<file path="src/rtl/alu_arbiter_pkg.sv">
`default_nettype none
// ============================================================================
//  Module   : alu_arbiter_pkg
//  Brief    : Shared constants for the ALU arbiter: FSM state encoding,
//             opcode values and datapath widths.
//  Revision : 1.0 - initial release
// ============================================================================
package alu_arbiter_pkg;

    localparam int DATA_W = 32;
    localparam int OP_W   = 4;

    // Arbiter FSM state encoding
    typedef logic [1:0] state_t;
    localparam state_t ST_IDLE = 2'd0;
    localparam state_t ST_EXEC = 2'd1;
    localparam state_t ST_RESP = 2'd2;

    // ALU opcodes; everything above OP_MAX is reported as an error
    localparam logic [OP_W-1:0] OP_ADD = 4'd0;
    localparam logic [OP_W-1:0] OP_SUB = 4'd1;
    localparam logic [OP_W-1:0] OP_AND = 4'd2;
    localparam logic [OP_W-1:0] OP_OR  = 4'd3;
    localparam logic [OP_W-1:0] OP_XOR = 4'd4;
    localparam logic [OP_W-1:0] OP_LT  = 4'd5;
    localparam logic [OP_W-1:0] OP_GT  = 4'd6;
    localparam logic [OP_W-1:0] OP_MAX = 4'd6;

    function automatic logic op_is_legal(input logic [OP_W-1:0] op);
        return (op <= OP_MAX);
    endfunction

endpackage
`default_nettype wire

</file>
<file path="src/rtl/alu_arbiter_alu.sv">
`default_nettype none
// ============================================================================
//  Module   : alu_arbiter_alu
//  Brief    : Purely combinational 32-bit ALU. Unsigned compares return 0/1;
//             unknown opcodes yield zero (the caller flags them separately).
//  Revision : 1.0 - initial release
// ============================================================================
module alu_arbiter_alu
    import alu_arbiter_pkg::*;
(
    input  logic [OP_W-1:0]   op,
    input  logic [DATA_W-1:0] a,
    input  logic [DATA_W-1:0] b,
    output logic [DATA_W-1:0] result
);

    // Opcode decode into the selected arithmetic/logic function
    always_comb begin
        result = '0;
        case (op)
            OP_ADD:  result = a + b;
            OP_SUB:  result = a - b;
            OP_AND:  result = a & b;
            OP_OR:   result = a | b;
            OP_XOR:  result = a ^ b;
            OP_LT:   result = {{(DATA_W-1){1'b0}}, (a < b)};
            OP_GT:   result = {{(DATA_W-1){1'b0}}, (a > b)};
            default: result = '0;
        endcase
    end

endmodule
`default_nettype wire

</file>
<file path="src/rtl/alu_arbiter.sv">
`default_nettype none
// ============================================================================
//  Module   : alu_arbiter
//  Brief    : Round-robin arbiter sharing one ALU between NREQ requesters.
//             One operation in flight: IDLE (grant) -> EXEC (compute) ->
//             RESP (hold result until the granted requester consumes it).
//  Revision : 1.0 - initial release
// ============================================================================
module alu_arbiter
    import alu_arbiter_pkg::*;
#(
    parameter int NREQ = 2
) (
    input  logic                         clk,
    input  logic                         rst,
    input  logic [NREQ-1:0]              req_valid,
    output logic [NREQ-1:0]              req_ready,
    input  logic [NREQ-1:0][OP_W-1:0]    req_op,
    input  logic [NREQ-1:0][DATA_W-1:0]  req_a,
    input  logic [NREQ-1:0][DATA_W-1:0]  req_b,
    output logic [NREQ-1:0]              rsp_valid,
    input  logic [NREQ-1:0]              rsp_ready,
    output logic [DATA_W-1:0]            rsp_result,
    output logic                         rsp_zero,
    output logic                         rsp_err
);

    localparam int GW = (NREQ > 1) ? $clog2(NREQ) : 1;
    // One extra bit so last_grant + offset never overflows before the wrap
    localparam int IW = GW + 1;

    state_t              r_state;
    state_t              w_next_state;
    logic [GW-1:0]       r_last_grant;
    logic [GW-1:0]       r_grant;
    logic [OP_W-1:0]     r_op;
    logic [DATA_W-1:0]   r_a;
    logic [DATA_W-1:0]   r_b;
    logic [DATA_W-1:0]   r_result;
    logic                r_zero;
    logic                r_err;
    logic [DATA_W-1:0]   w_alu_result;
    logic                w_found;
    logic [GW-1:0]       w_pick;
    logic [IW-1:0]       w_idx;
    logic                w_accept;
    logic                w_rsp_done;

    alu_arbiter_alu u_alu (
        .op     (r_op),
        .a      (r_a),
        .b      (r_b),
        .result (w_alu_result)
    );

    // Round-robin search starting just after the last granted requester
    always_comb begin
        w_found = 1'b0;
        w_pick  = '0;
        w_idx   = '0;
        for (int k = 1; k <= NREQ; k++) begin
            w_idx = {1'b0, r_last_grant} + IW'(k);
            if (w_idx >= IW'(NREQ)) begin
                w_idx = w_idx - IW'(NREQ);
            end
            if (!w_found && req_valid[w_idx[GW-1:0]]) begin
                w_found = 1'b1;
                w_pick  = w_idx[GW-1:0];
            end
        end
    end

    assign w_accept   = (r_state == ST_IDLE) && w_found && !rst;
    assign w_rsp_done = (r_state == ST_RESP) && rsp_ready[r_grant];

    // FSM state register
    always_ff @(posedge clk) begin
        if (rst) begin
            r_state <= ST_IDLE;
        end else begin
            r_state <= w_next_state;
        end
    end

    // FSM next-state logic
    always_comb begin
        w_next_state = r_state;
        case (r_state)
            ST_IDLE: if (w_found) w_next_state = ST_EXEC;
            ST_EXEC: w_next_state = ST_RESP;
            ST_RESP: if (w_rsp_done) w_next_state = ST_IDLE;
            default: w_next_state = ST_IDLE;
        endcase
    end

    // FSM outputs: one-hot accept in IDLE, one-hot response in RESP
    always_comb begin
        req_ready = '0;
        rsp_valid = '0;
        if (w_accept) begin
            req_ready[w_pick] = 1'b1;
        end
        if (r_state == ST_RESP) begin
            rsp_valid[r_grant] = 1'b1;
        end
    end

    // Operand capture on accept and result registration in EXEC
    always_ff @(posedge clk) begin
        if (rst) begin
            r_last_grant <= GW'(NREQ - 1);
            r_grant      <= '0;
            r_op         <= '0;
            r_a          <= '0;
            r_b          <= '0;
            r_result     <= '0;
            r_zero       <= 1'b0;
            r_err        <= 1'b0;
        end else begin
            if (w_accept) begin
                r_last_grant <= w_pick;
                r_grant      <= w_pick;
                r_op         <= req_op[w_pick];
                r_a          <= req_a[w_pick];
                r_b          <= req_b[w_pick];
            end
            if (r_state == ST_EXEC) begin
                if (op_is_legal(r_op)) begin
                    r_result <= w_alu_result;
                    r_zero   <= (w_alu_result == '0);
                    r_err    <= 1'b0;
                end else begin
                    r_result <= '0;
                    r_zero   <= 1'b1;
                    r_err    <= 1'b1;
                end
            end
        end
    end

    assign rsp_result = r_result;
    assign rsp_zero   = r_zero;
    assign rsp_err    = r_err;

endmodule
`default_nettype wire

</file>
<file path="config.mk">
export PLATFORM = sky130hd
export DESIGN_NAME = alu_arbiter
export DESIGN_NICKNAME = d
export VERILOG_FILES = /design/src/rtl/alu_arbiter_pkg.sv /design/src/rtl/alu_arbiter_alu.sv /design/src/rtl/alu_arbiter.sv
export SDC_FILE = /design/constraint.sdc
export NUM_CORES = 1
export LEC_CHECK = 0
export ABC_CLOCK_PERIOD_IN_PS = 5000
export CAP_MARGIN = 40
export CORE_MARGIN = 2
export CORE_UTILIZATION = 30
export DETAILED_ROUTE_END_ITERATION = 7
export DONT_BUFFER_PORTS = 1
export MAX_ROUTING_LAYER = met4
export PLACE_DENSITY = 0.41
export SLEW_MARGIN = 20
export SYNTH_ARGS = -nofsm -noshare
export SYNTH_HDL_FRONTEND = slang
export SYNTH_SLANG_ARGS = --single-unit
export TNS_END_PERCENT = 20
</file>
<file path="constraint.sdc">
create_clock -name clk -period 5 [get_ports clk]
set_clock_uncertainty 0.05 [all_clocks]
set_input_delay 0.25 -clock clk [delete_from_list [all_inputs] [get_ports clk]]
set_output_delay 0.25 -clock clk [all_outputs]
set_load 0.03 [all_outputs]
</file>
==> results.toml <==
[setup_path]
required_ns = 5.27
crit_path_end_kind = "register"
cpPeakStageDelay_ns = 0.58
critPathBufInv = 1
worstSetupPathType = "register to register"
crit_arrival_ns = 4.49
crit_family = "compound AO/OA/AOI/OAI gates"
cp_max_fo = 15
path_cells = "inv_1 > ha_1 > nor2b_1 > o311ai_1 > a31oi_2 > o31ai_1 > nor2_1 > o32a_1 > a2111o_1 > nor4_2 > nand4_1 > nor4_2 > nand4_1 > o32ai_2"
crit_path_start_kind = "register"
cp_slowest_cell = "ha_1"

[route]
viasPerCell = 5.53
drtPass1Iterations = 5
route.detailed.drc = 0
antenna_left = 0
drt_iter0_markers = 719
avgRoutedWirePerCell_um = 21.0
vias = 9372
routed_wl_um = 35600

[floorplanning]
dieWidth_um = 185
num_rows = 66
io_pins = 180
dieArea_um2 = 34200
initial_utilization_pct = 30.4
die_h_um = 185
core_area_um2 = 32400

[clock_tree]
clk_latency_ns = 0.40
cts_max_level = 3
post_cts_buffers = 0
root_buffer = "clkbuf_16"
cts_buffers = 9
cts-resized-gates = 0
cts.sinks = 106
ctsHoldBuffers = 1
clkSlewWorstSetupHoldPaths_ns = 0.09
cts_tree = "yes"
cts.path.max_buffers = 2

[synth]
syn_nets = 1551
synth-async-reset-ratio_pct = 0
ys.flop_type = "dfxtp_1"
postSynthAreaPerCell_um2 = 7.60
syn-cell-area_um2 = 9830
synth-seq-area-share_pct = 21.6
synth_cell_type_count = 86
synth_area_leaders = "dfxtp_1 22%, ha_1 14%, a211oi_1 7.6%"
synthCells = 1294
synth_edf_count = 0
yosysTopAreaCell = "dfxtp_1"
yosysTopAreaCellShare_pct = 21.6
synth_warnings = 0
ys_ff_latch = 106

[layout]
fin_nets = 1504
layout-drive-gt1-share_pct = 5.99
final_common_cell = "nor2_1"
synthToLayoutAreaGrowth_pct = 8.03
diodes = 0
final_cell_mix = "190 x nor2_1, 113 x ha_1, 106 x dfxtp_1"

[min_path]
min_path_type = "primary input to register"

[global_routing]
grt_usage_pct = 21.6
grt_pass1_vias = 8901
overflow = 0
grt_first_pass_wirelength_um = 53900
grt_max_degree = 102
antenna_found_initial = 1

[sta]
fin_setup_tns_ns = 0
worstMarginPinSlew_ns = 0.905
slew_headroom_pct = 39.2
fmax_mhz = 237
rsz0062_at_grt = "false"
finalCriticalPeriod_ns = 4.22
hold_viol_final = 0
finalCritPeriodShare_pct = 84.4
finalSetupViolCount = 0
hold_slack_ns = 0.0293
drv_slew = 0

[power_and_ir_drop]
power_density_nw_per_um2 = 355
ir_drop_v = 0.000205
seq_power_share_pct = 29.9
comb_power_share_pct = 49.0
finalPower_uw = 3770
leakage_uw = 0.00418
p_switching_uw = 1780
switching_share_pct = 47.3
clkPwrFrac_pct = 21.1
p_int_uw = 1990

[status]
outcome = "finished clean"

[placement]
place_congestion = 0.937
port_buffers = 0
dp_hpwl_um = 27600

[run]
max_cap_violations = 0
[stage by stage]
| stage | utilization, % | worst slack, ns | cell area [um2] | cells |
|---|---|---|---|---|
| 2_1_floorplan | - | 1.71 | 9830 | 1294 |
| 3_3_place_gp | 31.6 | 0.833 | 10200 | 1672 |
| 3_5_place_dp | 31.6 | 0.818 | 10200 | 1675 |
| 4_1_cts | 32.7 | 0.783 | 10600 | 1692 |
| 5_1_grt | 32.8 | 0.535 | 10600 | 1694 |
| 6_report | 32.8 | 0.779 | 10600 | 1694 |
[worst min-delay path, stage by stage]
cell and delay, ns:
mux2i_1 0.05, nand3b_1 0.08, a21oi_1 0.06
[power groups by stage]
stage                     registers (uW)  clock network (uW)  logic, uW
final                               1130                 796       1850
after global routing                1150                 861       2030
after CTS                           1130                 829       1830
after detailed placement            1150                   0       1800
after global placement              1140                   0       1820
after floorplan                     1100                   0       1300
[final timing paths]
kind | startpoint | end | slack [ns] | cells past startpoint
hold / removal | rsp_ready[0] | r_state[1] | 0.03 | 3
setup reg to reg | r_a[7] | rsp_zero | 0.78 | 14
setup / recovery | r_a[7] | rsp_zero | 0.78 | 14
hold reg to reg | r_b[27] | r_b[27] | 0.47 | 2
[synth_stat cells (all sizes together) (12+ instances only)]
library cell  number
a211oi            99
nand2b            15
xnor2             17
buf               33
nand3             16
o21ai             59
a221oi            15
nor3              39
nand2             60
nor2             193
ha               113
inv              100
o211ai            17
nand4             12
o31ai             16
a21oi             93
clkbuf            55
mux2i             73
dfxtp            106
[layer usage]
metal	part of all wire (%)	GRT usage (%)	wire length, um
met5	0	-	0
met4	1.6	5.84	554
met3	6.5	3.93	2310
met2	45	33.9	16200
met1	47	28.3	16600
[logic make-up (layout without fill, tap and decap cells)]
logic type      after synthesis  count (layout)  share of synthesized area (%)
compound gates              400             400                           28.3
xor+xnor                     20              20                           1.78
fa+ha+maj                   115             115                           14.8
buf+inv                     188             146                           7.59
flops                       106             106                           21.6
mux                          74              74                           7.55
simple gates                391             391                           18.4
[sequential cells by signal, indices dropped and copies added, names as in the netlist]
name          count
r_a              32
r_b              32
r_grant           1
r_last_grant      1
r_op              4
r_state           2
rsp_err           1
rsp_result       32
rsp_zero          1
[layout make-up]
cell class                      instances  area [um2]
Tap cell                              442         553
Sequential cell                       106        2120
Fill cell                            3603       21800
Clock inverter                          7        93.8
Inverter                              100         375
Multi-Input combinational cell       1000        6990
Timing Repair Buffer                   30         260
Clock buffer                            9         225
Note: power is estimated with default switching activity, not from simulation.
